--- config.mk ---
export PLATFORM = sky130hd
export DESIGN_NAME = mrv1_issue_tw_arb
export DESIGN_NICKNAME = d
export VERILOG_FILES = /design/src/rtl/mrv1_pkg.sv /design/src/rtl/mrv1_rr_pick.sv /design/src/rtl/mrv1_issue_tw_arb.sv
export SDC_FILE = /design/constraint.sdc
export NUM_CORES = 1
export LEC_CHECK = 0
export ABC_AREA = 1
export CAP_MARGIN = 40
export CORE_UTILIZATION = 40
export DETAILED_ROUTE_END_ITERATION = 16
export HOLD_SLACK_MARGIN = 0.05
export PLACE_DENSITY = 0.59
export SKIP_CTS_REPAIR_TIMING = 1
export SLEW_MARGIN = 5
export SYNTH_ARGS = -nofsm -noshare
export SYNTH_HDL_FRONTEND = slang
export SYNTH_SLANG_ARGS = --single-unit
--- constraint.sdc ---
create_clock -name clk_i -period 4.18 [get_ports clk_i]
set_input_delay 1.254 -clock clk_i [delete_from_list [all_inputs] [get_ports clk_i]]
set_output_delay 1.254 -clock clk_i [all_outputs]
set_load 0.02 [all_outputs]
--- src/rtl/mrv1_pkg.sv ---
// Shared definitions for the mrv1 issue path: policy mode encodings and thread-id type.
package mrv1_pkg;

  typedef enum logic [1:0] {
    ModeBatch  = 2'd0,
    ModeRr     = 2'd1,
    ModeGreedy = 2'd2,
    ModeRsvd   = 2'd3
  } mode_e;

  // Widest thread id supported by the mrv1 core; narrower configs use the low bits.
  localparam int unsigned TwidMaxW = 8;
  typedef logic [TwidMaxW-1:0] twid_t;

endpackage

--- src/rtl/mrv1_rr_pick.sv ---
// Rotating-priority find-first: returns the first set request at or after start_i, with wrap.
module mrv1_rr_pick #(
  parameter int unsigned Width = 8,
  localparam int unsigned IdxW = $clog2(Width)
) (
  input  logic [Width-1:0] req_i,
  input  logic [IdxW-1:0]  start_i,
  output logic             vld_o,
  output logic [IdxW-1:0]  idx_o
);

  logic [IdxW-1:0] pos;

  // Scan from farthest to nearest so the nearest hit is the final assignment.
  always_comb begin
    vld_o = 1'b0;
    idx_o = start_i;
    pos   = '0;
    for (int i = Width - 1; i >= 0; i--) begin
      pos = start_i + IdxW'(i);
      if (req_i[pos]) begin
        vld_o = 1'b1;
        idx_o = pos;
      end
    end
  end

endmodule

--- src/rtl/mrv1_issue_tw_arb.sv ---
// Thread/warp issue arbiter with batch, round-robin and greedy policies behind a
// registered valid/ack offer.
module mrv1_issue_tw_arb
  import mrv1_pkg::*;
#(
  parameter int unsigned NUM_TW_P    = 8,
  parameter int unsigned MAX_BURST_P = 4,
  localparam int unsigned twid_width_lp = $clog2(NUM_TW_P)
) (
  input  logic                     clk_i,
  input  logic                     rst_i,
  input  logic [1:0]               mode_i,
  input  logic [NUM_TW_P-1:0]      tw_rdy_i,
  input  logic                     issue_ack_i,
  output logic                     issue_vld_o,
  output logic [twid_width_lp-1:0] issue_twid_o,
  output logic                     batch_empty_o
);

  localparam int unsigned BurstW = $clog2(MAX_BURST_P + 1);
  localparam logic [BurstW-1:0] MaxBurst = BurstW'(MAX_BURST_P);

  logic                     vld_q, vld_d;
  logic [twid_width_lp-1:0] twid_q, twid_d;
  logic [twid_width_lp-1:0] last_q, last_d;
  logic [NUM_TW_P-1:0]      batch_q, batch_d;
  logic [BurstW-1:0]        burst_q, burst_d;
  mode_e                    mode_q, mode_d;

  mode_e                    mode_in;
  logic                     load, mode_chg, greedy_hold;
  logic [NUM_TW_P-1:0]      batch_base, snap, snap_eff;
  logic [BurstW-1:0]        burst_base;
  logic [twid_width_lp-1:0] rr_start, rr_idx, lo_idx, cand;
  logic                     rr_vld, lo_vld, cand_vld;

  assign mode_in  = mode_e'(mode_i);
  assign load     = !vld_q || issue_ack_i;
  assign mode_chg = (mode_in != mode_q);

  // A policy switch discards the old batch snapshot and burst run.
  assign batch_base = mode_chg ? '0 : batch_q;
  assign burst_base = mode_chg ? '0 : burst_q;
  assign snap       = batch_base & tw_rdy_i;
  assign snap_eff   = (snap == '0) ? tw_rdy_i : snap;
  assign rr_start   = last_q + twid_width_lp'(1);

  // burst_q == 0 means no run in progress, so the first greedy pick goes through RR.
  assign greedy_hold = tw_rdy_i[last_q] && (burst_base != '0) && (burst_base < MaxBurst);

  mrv1_rr_pick #(
    .Width (NUM_TW_P)
  ) u_rr_pick (
    .req_i   (tw_rdy_i),
    .start_i (rr_start),
    .vld_o   (rr_vld),
    .idx_o   (rr_idx)
  );

  mrv1_rr_pick #(
    .Width (NUM_TW_P)
  ) u_lo_pick (
    .req_i   (snap_eff),
    .start_i ('0),
    .vld_o   (lo_vld),
    .idx_o   (lo_idx)
  );

  always_comb begin
    vld_d    = vld_q;
    twid_d   = twid_q;
    last_d   = last_q;
    batch_d  = batch_q;
    burst_d  = burst_q;
    mode_d   = mode_q;
    cand     = rr_idx;
    cand_vld = rr_vld;
    if (load) begin
      mode_d  = mode_in;
      batch_d = batch_base;
      burst_d = burst_base;
      case (mode_in)
        ModeBatch: begin
          cand     = lo_idx;
          cand_vld = lo_vld;
          batch_d  = snap_eff;
          if (lo_vld) batch_d[lo_idx] = 1'b0;
        end
        ModeGreedy: begin
          if (greedy_hold) begin
            cand     = last_q;
            cand_vld = 1'b1;
            burst_d  = burst_base + BurstW'(1);
          end else if (rr_vld) begin
            burst_d = BurstW'(1);
          end
        end
        default: ;
      endcase
      vld_d = cand_vld;
      if (cand_vld) begin
        twid_d = cand;
        last_d = cand;
      end
    end
  end

  always_ff @(posedge clk_i) begin
    if (rst_i) begin
      vld_q   <= 1'b0;
      twid_q  <= '0;
      last_q  <= twid_width_lp'(NUM_TW_P - 1);
      batch_q <= '0;
      burst_q <= '0;
      mode_q  <= ModeBatch;
    end else begin
      vld_q   <= vld_d;
      twid_q  <= twid_d;
      last_q  <= last_d;
      batch_q <= batch_d;
      burst_q <= burst_d;
      mode_q  <= mode_d;
    end
  end

  assign issue_vld_o   = vld_q;
  assign issue_twid_o  = twid_q;
  assign batch_empty_o = (batch_q == '0);

endmodule

Yosys cells after proc, flatten, opt, wreduce, memory -nomap -nowiden
Cells that the tools add are included.
Widths: inputs -> output; s select.
- flip-flop bits (word level): 20
- output and inout port bits: 5
- logic and storage cells: 107
- add/subtract/negate cells: 9
- magnitude comparators: 12
- equal/unequal tests: 2
- mux-type cells: 65
- bitwise gates (word level): 3
- reductions and logical operators: 10
- operator list (kind ; number):
    $mux 3 ; 21
    $lt 3x4->1 const B ; 10
    $mux 8 ; 4
    $mux 1 ; 28
    $bmux 1 s3 ; 9
    $and 8x8->8 ; 2
    $logic_not 8->1 ; 2
    $add 3x3->3 const B ; 4
    $add 3x1->3 const B ; 3
    $not 8->8 ; 1
    $add 3x2->3 const B ; 2
    $pmux 3 s2 ; 1
    $demux 1 s3 ; 1
    $ge 3x1->1 const B ; 1
    $logic_and 1x1->1 ; 3
    $lt 3x3->1 const B ; 1
    $reduce_bool 3->1 ; 1
    $eq 2x2->1 const B ; 1
    $logic_not 2->1 ; 1
    $ne 2x2->1 ; 1
    $pmux 1 s2 ; 1
    $reduce_and 2->1 ; 1
    $logic_not 1->1 ; 1
    $logic_or 1x1->1 ; 1

Depth between registers and ports, before layout
Gate-level depths: netlist of the first run.
- depth after elaboration: 21
- mapped depth: 25
- gate-level depth less buffers: 23

Cells and area by module
A second synthesis of the first run with hierarchy kept.
- cell total of the unflattened synthesis: 495
- area total of the unflattened synthesis: 2859.0 um^2
- modules (own cells, without submodules) (module ; times used ; cells an instance ; area an instance (um^2) ; seq. area each (um^2)):
    mrv1_issue_tw_arb ; 1 ; 243 ; 1485.2 ; 400.4
    mrv1_rr_pick ; 2 ; 126 ; 686.9 ; 0.0

Least setup slack after synthesis of the first run
Ideal clock, no wire load.
- kind: input to register
- start: input mode_i[1]
- end: register twid_q[2] (netlist: issue_twid_o[2])
- library setup time: 0.070 ns
- data arrival time: 2.817 ns
- data required time: 4.110 ns
- setup slack: 1.292 ns
- stages: 13
- buffers on the path: 0
- cells stage by stage: xor2_1 > nor2_4 > nand2_1 > ha_1 > nor3_1 > nand2_1 > nor2_1 > inv_1 > nor2_1 > a21oi_1 > nand2_1 > nand2_1 > a21oi_1
- word-level cells in the longest chain between the ends: 16
- ends and longest elaborated chain (what ; line ; source):
    from (decl) ; mrv1_issue_tw_arb.sv:12 ; input logic [1:0] mode_i,
    $ne 2x2->1 ; mrv1_issue_tw_arb.sv:39 ; assign mode_chg = (mode_in != mode_q);
    $mux 8 ; mrv1_issue_tw_arb.sv:42 ; assign batch_base = mode_chg ? '0 : batch_q;
    $and 8x8->8 ; mrv1_issue_tw_arb.sv:44 ; assign snap = batch_base & tw_rdy_i;
    $logic_not 8->1 ; mrv1_issue_tw_arb.sv:45 ; assign snap_eff = (snap == '0) ? tw_rdy_i : snap;
    $mux 8 ; mrv1_issue_tw_arb.sv:45 ;
    $mux 1 (8 in a row) ; mrv1_rr_pick.sv:21 ; if (req_i[pos]) begin
    $pmux 1 s2 ; mrv1_issue_tw_arb.sv:82 ; case (mode_in)
    $mux 1 ; mrv1_issue_tw_arb.sv:78 ; if (load) begin
    $reduce_and 2->1 (no line) ; -- ;
    to (signal assigned) ; mrv1_issue_tw_arb.sv:118 ; twid_q <= twid_d;
    to (decl) ; mrv1_issue_tw_arb.sv:24 ; logic [twid_width_lp-1:0] twid_q, twid_d;
Parallel ways exist; a longest one is shown, timed or not. The select of a mux whose other input is x is not followed.
A chain may end at the register's enable or synchronous reset.

Final worst setup path of the first run
Ends and elaborated chain as after synthesis.

==> results of run 1 <==
==> final cells by class <==
cell class,instances,share of cell area (%)
Clock buffer,3,1.82
Inverter,56,9.26
Tap cell,67,3.69
Timing Repair Buffer,18,7.83
Sequential cell,20,17.6
Clock inverter,1,1.32
Multi-Input combinational cell,285,58.4
==> cell usage after synthesis (all sizes together) <==
cell    number  area, µm²
a211oi       1       7.51
a21oi       19       95.1
a22oi        1       7.51
a31oi        3       18.8
and2         1       6.26
buf          3       17.5
clkbuf       2       7.51
dfxtp       20        400
ha           4       50.1
inv         56        210
nand2      146        558
nand3       31        160
nand4        2       12.5
nor2        35        149
nor3         4       31.3
nor4         2       12.5
o211ai       1       7.51
o21ai       28        151
or2          1       6.26
xnor2        2       17.5
xor2         4       35.0
==> routing by layer <==
metal / routed length (µm) / vias to the layer above / GRT usage [%]
met1: 2730 / 958 / 30.7
met4: 51 / 0 / 4.58
met3: 223 / 7 / 3.06
met5: 0 / - / 0
li1: - / 1186 / -
met2: 2500 / 45 / 37.7
==> worst min-delay path, cell delays in order (launching register included) <==
cell     delay [ns]
dfxtp_1        0.32
nand2_1        0.06
a21oi_1        0.05
==> through the flow <==
step                      hold slack [ns]  instance area, µm²  cells
after floorplan                     0.432                1960    366
after global placement              0.464                2200    446
after detailed placement            0.460                2200    446
after CTS                           0.475                2270    450
after global routing                0.490                2270    450
final                               0.470                2270    450
==> worst max path at each step <==
stage                     depth (start not counted)                            to  slack, ns
final                                            14  issue_twid_o[2]$_SDFFE_PP0P_       0.60
after global routing                             14  issue_twid_o[2]$_SDFFE_PP0P_       0.41
after CTS                                        14  issue_twid_o[2]$_SDFFE_PP0P_       0.60
after detailed placement                         14  issue_twid_o[2]$_SDFFE_PP0P_       0.31
after global placement                           14  issue_twid_o[2]$_SDFFE_PP0P_       0.34
after floorplan                                  13  issue_twid_o[2]$_SDFFE_PP0P_       1.29
==> power by group through the flow <==
stage | clock network [mW] | registers, mW | logic (mW)
2_1_floorplan | 0 | 0.261 | 0.988
3_3_place_gp | 0 | 0.257 | 1.26
3_5_place_dp | 0 | 0.256 | 1.26
4_1_cts | 0.206 | 0.252 | 1.27
5_1_grt | 0.211 | 0.256 | 1.45
6_report | 0.199 | 0.252 | 1.27
==> flip-flops by register name, summed over array words and instances, names as in the netlist <==
| signal | count |
|---|---|
| last_q | 3 |
| issue_vld_o | 1 |
| batch_q | 8 |
| mode_q | 2 |
| issue_twid_o | 3 |
| burst_q | 3 |
==> logic make-up (layout without fill, tap and decap cells) <==
| family | count (synthesis) | after routing | share of synthesized area, % |
|---|---|---|---|
| AOI/OAI and AO/OA | 53 | 53 | 14.7 |
| xor gates and xnor gates | 6 | 6 | 2.68 |
| adders and majority gates | 4 | 4 | 2.55 |
| buffers and inverters | 61 | 78 | 12.0 |
| DFF | 20 | 20 | 20.4 |
| and+or+nand+nor | 222 | 222 | 47.7 |
==> reports/metrics.yaml, run 1 <==
status: "finished, final reports clean"
finalSetupTns_ns: 0
seq_power_share_pct: 14.6
crit_start: "mode_i[1]"
antenna_found_initial: 0
port-buffer-count: 17
critical_path_class: "input port to register"
final_common_cell: "nand2_1"
pre_cts_slack_ns: 0.312
core_area_um2: 4720
clock_path_buffers: 2
die_w_um: 72.0
clk_latency_ns: 0.26
vias: 2196
wire_per_inst_um: 12.2
syn_area_per_cell_um2: 5.36
holdPathEnd: "issue_twid_o[2]$_SDFFE_PP0P_"
dpl.hpwl_um: 4300
critPathArrivalTime_ns: 3.77
grt_usage_pct: 22.4
rsz0062_at_grt: "no"
tritoncts: "built"
finish.utilization_pct: 48.1
ys_ff_latch: 20
path_cells: "clkdlybuf4s50_1 -> xor2_1 -> nor2_4 -> nand2_1 -> ha_1 -> nor3_1 -> nand2_1 -> nor2_1 -> inv_1 -> nor2_1 -> a21oi_1 -> nand2_1 -> nand2_1 -> a21oi_1"
io_pins: 18
worstHoldPathType: "register to register"
synthCells: 366
hold_viol_final: 0
dieArea_um2: 5190
reg2reg_to: "issue_twid_o[0]$_SDFFE_PP0P_"
grt_pass1_vias: 1958
fp.dieH_um: 72.0
drv_slew: 0
drive_gt1_share_pct: 4.70
max_freq_ghz: 0.279
htree_levels: 1
gp_congestion: 0.910
synth_nets: 383
post-route-period-util_pct: 85.6
via_per_inst: 4.88
timing.critical_path.mode_cell: "nand2_1"
switching_share_pct: 55.2
rows: 25
fin_crit_ns: 3.58
register_area_um2: 400
setup_ws_ns: 0.601
multi_input_area_um2: 1330
tightest_slew_ns: 0.520
num_antenna_cells: 0
p_switching_mw: 0.951
clkSlewWorstSetupHoldPaths_ns: 0.08
cts_root_buffer: "clkbuf_8"
holdPathStages: 2
cp_max_fo: 10
leakage_nw: 1.18
rr_startpoint: "last_q[0]$_SDFFE_PP1P_"
synth_cell_types: 30
area_growth_pct: 15.7
setup_viol: 0
drc: 0
worstPathRequired_ns: 4.37
clock_sinks: 20
p_clk_share_pct: 11.6
rrSetupSlack_ns: 1.22
grt_overflow: 0
synth_area_um2: 1960
fin_skew_ns: 0.00203
start_kind: "input port"
ant_nets: 0
ir_drop_uv: 267
comb_power_share_pct: 73.8
slowest_stage: "clkdlybuf4s50_1"
relSlewSlack_pct: 65.1
cap_violations: 0
drt_iter0_markers: 139
grt_max_degree: 17
routed_wl_um: 5510
grt_pass1_wl_um: 9160
power.density_nw_per_um2: 759
min-delay-start: "issue_twid_o[2]$_SDFFE_PP0P_"
final_cell_mix: "nand2_1 (142), inv_1 (54), nor2_1 (32)"
fill_cells: 527
synth_warnings: 0
cp_num_buf_inv: 2
p_int_mw: 0.773
critPathMaxStageDelay_ns: 0.52
finalPower_mw: 1.72
first_pass_iters: 5
cts_buffers: 3
r2r_cells: 21
start_util_pct: 41.5
ys_seq_area_share_pct: 20.4
endpoint_kind: "register"
path_delay_family: "simple AND/OR/NAND/NOR gates"
fin_nets: 401
Power figures use the tool's default switching activity.
==> inputs of run 2 (changes only) <==
--- a/config.mk
+++ b/config.mk
@@ -5,12 +5,14 @@
 export SDC_FILE = /design/constraint.sdc
 export NUM_CORES = 1
 export LEC_CHECK = 0
-export ABC_AREA = 1
 export CAP_MARGIN = 40
+export CELL_PAD_IN_SITES_DETAIL_PLACEMENT = 0
+export CELL_PAD_IN_SITES_GLOBAL_PLACEMENT = 1
 export CORE_UTILIZATION = 40
+export CTS_CLUSTER_SIZE = 40
 export DETAILED_ROUTE_END_ITERATION = 16
 export HOLD_SLACK_MARGIN = 0.05
-export PLACE_DENSITY = 0.59
+export PLACE_DENSITY = 0.73
 export SKIP_CTS_REPAIR_TIMING = 1
 export SLEW_MARGIN = 5
 export SYNTH_ARGS = -nofsm -noshare
==> reports/metrics.yaml, run 2 <==
status: "finished, final reports clean"
fin_skew_ns: 0.00512
rsz0062_at_grt: "no"
tightest_slew_ns: 0.748
yosysTopAreaCellShare_pct: 18.4
start_util_pct: 42.1
dpl.hpwl_um: 4290
worstPathRequired_ns: 4.30
fp.dieH_um: 75.8
synth_warnings: 0
crit_start: "mode_i[1]"
worstHoldPathType: "register to register"
drc: 0
drt_iter0_markers: 211
final_common_cell: "nand2_1"
critPathArrivalTime_ns: 3.87
ys_top_cells_by_count: "nand2_1 (21), dfxtp_1 (20), nor2_1 (18)"
grt_pass1_wl_um: 9430
core_area_um2: 5170
finish.utilization_pct: 47.4
rrSetupSlack_ns: 1.05
cts_root_buffer: "clkbuf_8"
final_cell_mix: "nand2_1 (21), dfxtp_1 (20), nor2_1 (18)"
synth_edf_count: 0
critical_path_class: "input port to register"
ys.flop_type: "dfxtp_1"
largest_reg_flops: 8
synth_compound_area_share_pct: 28.5
setup_viol: 0
grt_usage_pct: 21.5
grt_overflow: 0
gp_congestion: 0.883
synthXorXnorAreaFrac_pct: 4.08
rr_startpoint: "last_q[1]$_SDFFE_PP1P_"
yosysTopAreaCell: "dfxtp_1"
largest_register: "batch_q"
synth.mux.area_fraction_pct: 17.3
tritoncts: "built"
ys_ff_latch: 20
routed_wl_um: 5600
vias: 2012
synth_area_um2: 2180
rows: 26
clk_latency_ns: 0.26
via_per_inst: 6.04
area_growth_pct: 12.5
htree_levels: 1
post-route-period-util_pct: 89.8
finalSetupTns_ns: 0
synth_nets: 266
reg2reg_to: "issue_twid_o[2]$_SDFFE_PP0P_"
drive_gt1_share_pct: 16.3
io_pins: 18
yosysMostFrequentCell: "nand2_1"
fill_cells: 507
synth_cell_types: 64
power.density_nw_per_um2: 668
clock_path_buffers: 2
grt_pass1_vias: 1936
synth_area_leaders: "dfxtp_1 (18%), mux4_2 (12%), a21oi_1 (3.9%)"
synth-simple-area-share_pct: 22.5
first_pass_iters: 6
cts_buffers: 3
post_synth_fa_ha_maj_area_fraction_pct: 2.30
syn_area_per_cell_um2: 8.75
drv_slew: 0
leakage_nw: 0.917
ys_async_sr_fraction_pct: 0
hold_viol_final: 0
ys_seq_area_share_pct: 18.4
num_antenna_cells: 0
wire_per_inst_um: 16.8
cap_violations: 0
grt_max_degree: 20
clkSlewWorstSetupHoldPaths_ns: 0.08
synth_top_family_by_area: "compound AO/OA/AOI/OAI gates"
synthCells: 249
cp_max_fo: 7
fin_crit_ns: 3.75
endpoint_kind: "register"
port-buffer-count: 17
multi_input_area_um2: 1630
die_w_um: 75.8
max_freq_ghz: 0.266
r2r_cells: 9
ir_drop_uv: 265
dieArea_um2: 5740
clock_sinks: 20
relSlewSlack_pct: 50.0
crit_path_end: "issue_twid_o[2]$_SDFFE_PP0P_"
ant_nets: 0
finalPower_mw: 1.64
register_area_um2: 400
fin_nets: 281
antenna_found_initial: 0
start_kind: "input port"
run 2: cell count changes after synthesis, moves of 5 or more:
cell,previous run,this run
nor2_1,32,18
buf_6,0,6
o21ai_0,21,3
nand2b_1,0,5
mux4_2,0,12
nand2_1,142,21
and3_1,0,9
nand3_1,30,13
buf_2,2,8
inv_1,54,7
run 2: routing by layer:
metal | vias to the layer above | share of wire, % | track usage (%)
met2 | 33 | 50 | 37.5
met1 | 975 | 47 | 29.0
met3 | 4 | 2.7 | 3.17
li1 | 1000 | - | -
met4 | 0 | 0.48 | 2.06
met5 | - | 0 | 0
run 2: worst max-delay path, cell delays in order:
cell and delay [ns]:
clkdlybuf4s50_1 0.52, xor2_1 0.24, nor2_1 0.32, nand2_1 0.17, ha_1 0.22, a2111o_1 0.33, and3_1 0.18, a311o_1 0.27
a211oi_1 0.28, nor3_1 0.09
run 2: how the worst min path moves through the flow:
stage,from,endpoint,slack [ns],cells past startpoint
6_report,mode_q[1]$_SDFFE_PP0N_,mode_q[1]$_SDFFE_PP0N_,0.48,2
5_1_grt,mode_q[1]$_SDFFE_PP0N_,mode_q[1]$_SDFFE_PP0N_,0.50,2
4_1_cts,burst_q[1]$_SDFFE_PP0N_,burst_q[1]$_SDFFE_PP0N_,0.48,2
3_5_place_dp,burst_q[1]$_SDFFE_PP0N_,burst_q[1]$_SDFFE_PP0N_,0.47,2
3_3_place_gp,mode_q[0]$_SDFFE_PP0N_,mode_q[0]$_SDFFE_PP0N_,0.46,2
2_1_floorplan,mode_q[1]$_SDFFE_PP0N_,mode_q[1]$_SDFFE_PP0N_,0.44,2
run 2: stage by stage:
step | hold WS [ns] | setup slack, ns | cell area [µm²] | cells
2_1_floorplan | 0.443 | 0.870 | 2180 | 249
3_3_place_gp | 0.456 | 0.243 | 2400 | 329
3_5_place_dp | 0.472 | 0.188 | 2400 | 329
4_1_cts | 0.485 | 0.459 | 2450 | 333
5_1_grt | 0.503 | 0.235 | 2450 | 333
6_report | 0.479 | 0.425 | 2450 | 333
run 2: cell type report:
type	count	share of cell area [%]
inverter	7	1.07
sequential	20	16.3
timing repair buffer	28	10.3
clock buffer	4	2.25
multi-input combinational	204	66.5
tap	70	3.57
run 2: cell families (layout without fill, tap and decap cells):
logic type | count (synthesis) | count (layout)
XOR/XNOR | 7 | 7
multiplexers | 22 | 22
flip-flops | 20 | 20
adder cells (fa/ha/maj) | 4 | 4
AND/OR/NAND/NOR | 92 | 92
AO/OA/AOI/OAI | 79 | 79
buffers and inverters | 25 | 39
run 2: where the power goes:
part	internal, mW	switching (mW)	leakage (nW)
clock	0.0839	0.0646	0.0288
combinational	0.598	0.630	0.724
sequential	0.220	0.0411	0.164
==> edit 1: new RTL, settings of run 1 <==
Change the parameter `NUM_TW_P` from 8 to 16.
--- a/src/rtl/mrv1_issue_tw_arb.sv
+++ b/src/rtl/mrv1_issue_tw_arb.sv
@@ -3,7 +3,7 @@
 module mrv1_issue_tw_arb
   import mrv1_pkg::*;
 #(
-  parameter int unsigned NUM_TW_P    = 8,
+  parameter int unsigned NUM_TW_P    = 16,
   parameter int unsigned MAX_BURST_P = 4,
   localparam int unsigned twid_width_lp = $clog2(NUM_TW_P)
 ) (
Interface: changed (resized issue_twid_o and tw_rdy_i); port bits go from 18 to 27. The function was not compared with the original's and may differ.
==> edit 1 against run 1 <==
- register-to-register slack got worse by 0.59 ns
- worst setup slack got worse by 0.30 ns
- area after synthesis increased by 110%
- design area increased by 110%
- cell count increased by 110%
- routed wire length increased to 2.5 times the old value
- sequential cell count increased by 10
- critical endpoint is now last_q[2]
- highest routed layer unchanged
Power is not shown: default switching activity piles up to over one toggle a cycle in this logic, so the estimate is an artifact.
==> edit 1: results (changes against run 1) <==
| Metric | Value |
|---|---|
| Status | `finished clean (unchanged)` |
| Slowest CP cell | `clkdlybuf4s50_1 (unchanged)` |
| Fillers | `1,104 (was 527)` |
| HP Class | `reg -> reg (unchanged)` |
| Crit Path Max Fanout | `17 (was 10)` |
| Syn_nets | `812 (was 383)` |
| Synth top cells by count | `nand2_1, inv_1, nand3_1 (was nand2_1, inv_1, nor2_1)` |
| Library cells used by synthesis | `42 (was 30)` |
| CTS clock-pin slew for the worst setup and hold paths | `0.07 ns` |
| H-tree depth | `2 (was 1)` |
| Crit Reg-Reg Endpoint | `issue_twid_o[0] (unchanged)` |
| Reg-to-Reg Start | `last_q[1] (was last_q[0])` |
| Reg2reg setup slack | `0.63 ns (was 1.22 ns)` |
| Clock Latency Late Sink | `0.28 ns (was 0.26 ns)` |
| Port Buffers | `26 (was 17)` |
| Pin count of the biggest net entering global routing | `37 (was 17)` |
| Register name with the most flops | `batch_q (unchanged)` |
| Hold Path Sink | `issue_twid_o[0] (was issue_twid_o[2])` |
| First-pass GRT wire length | `22,800 um (was 9160 um)` |
| Worst EP arrival | `4.06 ns (was 3.77 ns)` |
| Clock skew | `0.00378 ns (was 0.00203 ns)` |
| Worst-margin pin slew | `0.809 ns (was 0.520 ns)` |
| Max FFs per register | `16 (was 8)` |
| Worst hold start | `issue_twid_o[0] (was issue_twid_o[2])` |
| Syn. warnings | `0 (unchanged)` |
| Detailed placer's ending HPWL | `11,200 um (was 4300 um)` |
| Global Route Usage Sum | `27.6% (was 22.4%)` |
| Ant diodes | `0 (unchanged)` |
| Routability Congestion | `0.947 (was 0.910)` |
| Worst stage delay on the critical path | `0.48 ns (was 0.52 ns)` |
| Antenna violations before repair | `0 (unchanged)` |
| Clock Tree Buf Depth | `2 (unchanged)` |
| Pre-antenna DRT Iters | `5 (unchanged)` |
| Detailed Route Iter0 Violations | `359 (was 139)` |
| Nets | `854 (was 401)` |
| Number of global-route vias before repair | `4,642 (was 1,958)` |
| Vias/cell | `5.37 (was 4.88)` |
| Post-synth ARST share | `0% (unchanged)` |
| Pre-CTS setup slack | `-0.0609 ns (was 0.312 ns)` |
| Hold path depth | `2 (unchanged)` |
| Wirelength per Cell | `14.6 um (was 12.2 um)` |
| Ys flop type | `dfxtp_1 (unchanged)` |
| Seq/Total Area, Yosys | `14.7% (was 20.4%)` |
| Layout cells sized above 1 | `10.1% (was 4.70%)` |
| Largest cells by area after synthesis | `nand2_1, dfxtp_1, nand3_1, inv_1, a21oi_1 (was nand2_1, dfxtp_1, inv_1, nand3_1, nor2_1)` |
| Reg2Reg Depth | `32 (was 21)` |
| Clock root buffer | `clkbuf_8 (unchanged)` |
| Total CTS buffers | `5 (was 3)` |
-- edit 1: worst max-delay path, delay by kind of cell --
kind                      cells  cell delay, ns
and+or+nand+nor              10            1.06
AOI/OAI and AO/OA             4            0.72
buffers and inverters         4            0.81
xor gates and xnor gates      1            0.19
-- edit 1: worst max path at each step --
| stage | start | endpoint | slack, ns | depth (start not counted) |
|---|---|---|---|---|
| floorplan | mode_i[1] | batch_q[13] | 0.61 | 22 |
| global placement | mode_i[1] | issue_twid_o[0] | -0.008 | 28 |
| detailed placement | mode_i[1] | batch_q[12] | -0.06 | 28 |
| CTS | mode_i[1] | batch_q[12] | 0.24 | 28 |
| global route | mode_i[0] | batch_q[7] | -0.02 | 18 |
| finish | mode_i[0] | last_q[2] | 0.30 | 19 |
-- edit 1: layout make-up --
type,count,area [um^2],share of cell area (%)
Clock inverter,1,5.00,0.104
Sequential cell,30,601,12.4
Multi-Input combinational cell,617,2990,62.0
Timing Repair Buffer,61,563,11.7
Inverter,108,410,8.51
Clock buffer,7,86.3,1.79
Tap cell,133,166,3.45
-- edit 1: cell families after synthesis --
logic type	after synthesis	synth area share [%]
AND/OR/NAND/NOR	478	50.4
buffers and inverters	134	13.0
AO/OA/AOI/OAI	124	17.5
flip-flops	30	14.7
adder cells (fa/ha/maj)	10	3.06
XOR/XNOR	5	1.25
-- edit 1: metal layers --
metal	vias to the layer above	GRT usage [%]	share of wire, %
li1	2624	-	-
met1	2299	34.7	44
met2	184	49.2	46
met3	32	2.22	5.8
met4	0	10.5	3.7
met5	-	0	0
-- edit 1: metrics by stage --
step / cells / TNS [ns] / area [um^2] / hold slack, ns
finish: 957 / 0 / 4820 / 0.472
global route: 957 / -0.0152 / 4820 / 0.497
CTS: 957 / 0 / 4790 / 0.473
detailed placement: 949 / -0.215 / 4700 / 0.463
global placement: 949 / -0.00804 / 4700 / 0.454
floorplan: 781 / 0 / 4100 / 0.444
==> edit 2: new RTL, flow settings as in run 1 <==
Made on the original files. Add an input register stage for `mode_i`; this delays it by one clock. The other inputs are not delayed to match.
--- a/src/rtl/mrv1_issue_tw_arb.sv
+++ b/src/rtl/mrv1_issue_tw_arb.sv
@@ -20,6 +20,12 @@
   localparam int unsigned BurstW = $clog2(MAX_BURST_P + 1);
   localparam logic [BurstW-1:0] MaxBurst = BurstW'(MAX_BURST_P);
 
+  logic [1:0] mode_r;
+
+  always_ff @(posedge clk_i) begin
+    mode_r <= mode_i;
+  end
+
   logic                     vld_q, vld_d;
   logic [twid_width_lp-1:0] twid_q, twid_d;
   logic [twid_width_lp-1:0] last_q, last_d;
@@ -34,7 +40,7 @@
   logic [twid_width_lp-1:0] rr_start, rr_idx, lo_idx, cand;
   logic                     rr_vld, lo_vld, cand_vld;
 
-  assign mode_in  = mode_e'(mode_i);
+  assign mode_in  = mode_e'(mode_r);
   assign load     = !vld_q || issue_ack_i;
   assign mode_chg = (mode_in != mode_q);
 
Function: changed (Yosys sat finds a counterexample within 4 cycles, from zero or initial values and one cycle with rst_i high).
==> edit 2 against run 1 <==
- total power is 4.8% lower
- design area is 1.8% higher
- sequential cell count is 2 higher
- routed wire length shrank 5.2%
- area after synthesis increased by 2.1%
- worst setup slack better by 0.33 ns
- synthesized cell count down 0.82%
- via count decreased by 2.7%
- critical endpoint is now issue_twid_o[0]
- largest cell class unchanged
- highest routed layer unchanged
==> edit 2: results (changes against run 1) <==
| Metric | Value |
|---|---|
| Clock Latency Late Sink | `0.27 ns` |
| Crit path launch | `tw_rdy_i[3] (was mode_i[1])` |
| Clock skew | `0.00833 ns (was 0.00203 ns)` |
| Antenna violations before repair | `0 (unchanged)` |
| HP Class | `reg -> reg (unchanged)` |
| Max FFs per register | `8 (unchanged)` |
| Synth top cells by count | `nand2_1, inv_1, nor2_1 (unchanged)` |
| Crit start category | `primary input (unchanged)` |
| Nets | `398 (was 401)` |
| Worst-margin pin slew | `0.535 ns (was 0.520 ns)` |
| Highest ir drop seen on vdd | `0.000297 V (was 0.000267 V)` |
| LEAKAGE | `0.00120 uW (was 0.00118 uW)` |
| Seq/Total Area, Yosys | `22.0% (was 20.4%)` |
| First-pass GRT wire length | `9270 um (was 9160 um)` |
| Routability Congestion | `0.900 (was 0.910)` |
| Synth Area per Inst | `5.52 um^2 (was 5.36 um^2)` |
| Syn_nets | `380 (was 383)` |
| Worst EP arrival | `3.39 ns (was 3.77 ns)` |
| Ys flop type | `dfxtp_1 (unchanged)` |
| Number of global-route vias before repair | `1,995 (was 1,958)` |
| Global Route Usage Sum | `22.2% (was 22.4%)` |
| Reg-to-Reg Start | `last_q[0] (unchanged)` |
| Post-synth ARST share | `0% (unchanged)` |
| Register name with the most flops | `batch_q (unchanged)` |
| Clock Tree Buf Depth | `2 (unchanged)` |
| Detailed Route Iter0 Violations | `118 (was 139)` |
| Total CTS buffers | `3 (unchanged)` |
| Via count | `2,136 (was 2,196)` |
| Routed WL | `5220 um (was 5510 um)` |
| Worst hold start | `batch_q[0] (was issue_twid_o[2])` |
| H-tree depth | `1 (unchanged)` |
| Port Buffers | `17 (unchanged)` |
| Vias/cell | `4.78 (was 4.88)` |
| Pin count of the biggest net entering global routing | `17 (unchanged)` |
| Fin. Hold Viols | `0 (unchanged)` |
| Layout cells sized above 1 | `8.68% (was 4.70%)` |
| Detailed placer's ending HPWL | `4240 um (was 4300 um)` |
| Status | `finished clean (unchanged)` |
| Slew Limit Fails | `0 (unchanged)` |
| Pre-antenna DRT Iters | `4 (was 5)` |
| Clock root buffer | `clkbuf_8 (unchanged)` |
| Crit Path Max Fanout | `4 (was 10)` |
| Ant diodes | `0 (unchanged)` |
| Largest cells by area after synthesis | `nand2_1, dfxtp_1, inv_1, nand3_1, nor2_1 (unchanged)` |
| Dpl cells | `443 (was 446)` |
| Syn. warnings | `0 (unchanged)` |
| Library cells used by synthesis | `30 (unchanged)` |
| CTS clock-pin slew for the worst setup and hold paths | `0.08 ns (about the same)` |
-- edit 2: stage by stage --
step	power [uW]	setup WS [ns]	area [um^2]
6_report	1640	0.928	2310
5_1_grt	1860	0.644	2310
4_1_cts	1640	0.918	2310
3_5_place_dp	1430	0.644	2240
3_3_place_gp	1450	0.630	2240
2_1_floorplan	1190	1.54	2000
-- edit 2: metal layers --
layer | routed length (um) | share of wire [%] | up-vias | GRT usage (%)
met3 | 144 | 2.8 | 11 | 1.93
met5 | 0 | 0 | - | 0
met1 | 2660 | 51 | 918 | 29.8
met2 | 2300 | 44 | 33 | 37.2
li1 | - | - | 1174 | -
met4 | 120 | 2.3 | 0 | 7.84
-- edit 2: layout make-up --
cell class | instances | area [um^2]
Timing Repair Buffer | 18 | 178
Tap cell | 67 | 83.8
Fill cell | 544 | 2470
Clock inverter | 1 | 30.0
Multi-Input combinational cell | 277 | 1320
Sequential cell | 22 | 440
Inverter | 59 | 221
Clock buffer | 3 | 41.3
-- edit 2: kinds of logic (layout without fill, tap and decap cells) --
logic type               count (synthesis)  after routing  synth area share (%)
AND/OR/NAND/NOR                        214            214                  45.0
XOR/XNOR                                 2              2                 0.875
adder cells (fa/ha/maj)                  4              4                  2.50
buffers and inverters                   64             81                  12.3
flip-flops                              22             22                  22.0
AO/OA/AOI/OAI                           57             57                  17.3
-- edit 2: worst max-delay path, stage by stage --
cell and delay, ns:
clkdlybuf4s50_1 0.58, inv_1 0.06, nand2_1 0.06, nand2_1 0.08
o21ai_0 0.16, a21oi_1 0.08, nor3_1 0.20, nand2_1 0.07
o21ai_0 0.30, inv_1 0.10, nand2_1 0.08, nor2_1 0.04
nor2_1 0.12, nand2_1 0.06, nand2_1 0.07, a21oi_1 0.06
-- edit 2: final timing paths --
path,cells past startpoint,end,slack (ns)
max,16,issue_twid_o[0],0.93
min,2,batch_q[0],0.47
max reg2reg,20,issue_twid_o[0],1.27
min reg2reg,2,batch_q[0],0.47
-- edit 2: report_power, final --
| group | total, uW | switching (uW) | leakage, uW | internal, uW |
|---|---|---|---|---|
| clock | 203 | 75.1 | 0.0000357 | 128 |
| combinational | 1170 | 773 | 0.000980 | 398 |
| sequential | 267 | 26.5 | 0.000181 | 240 |
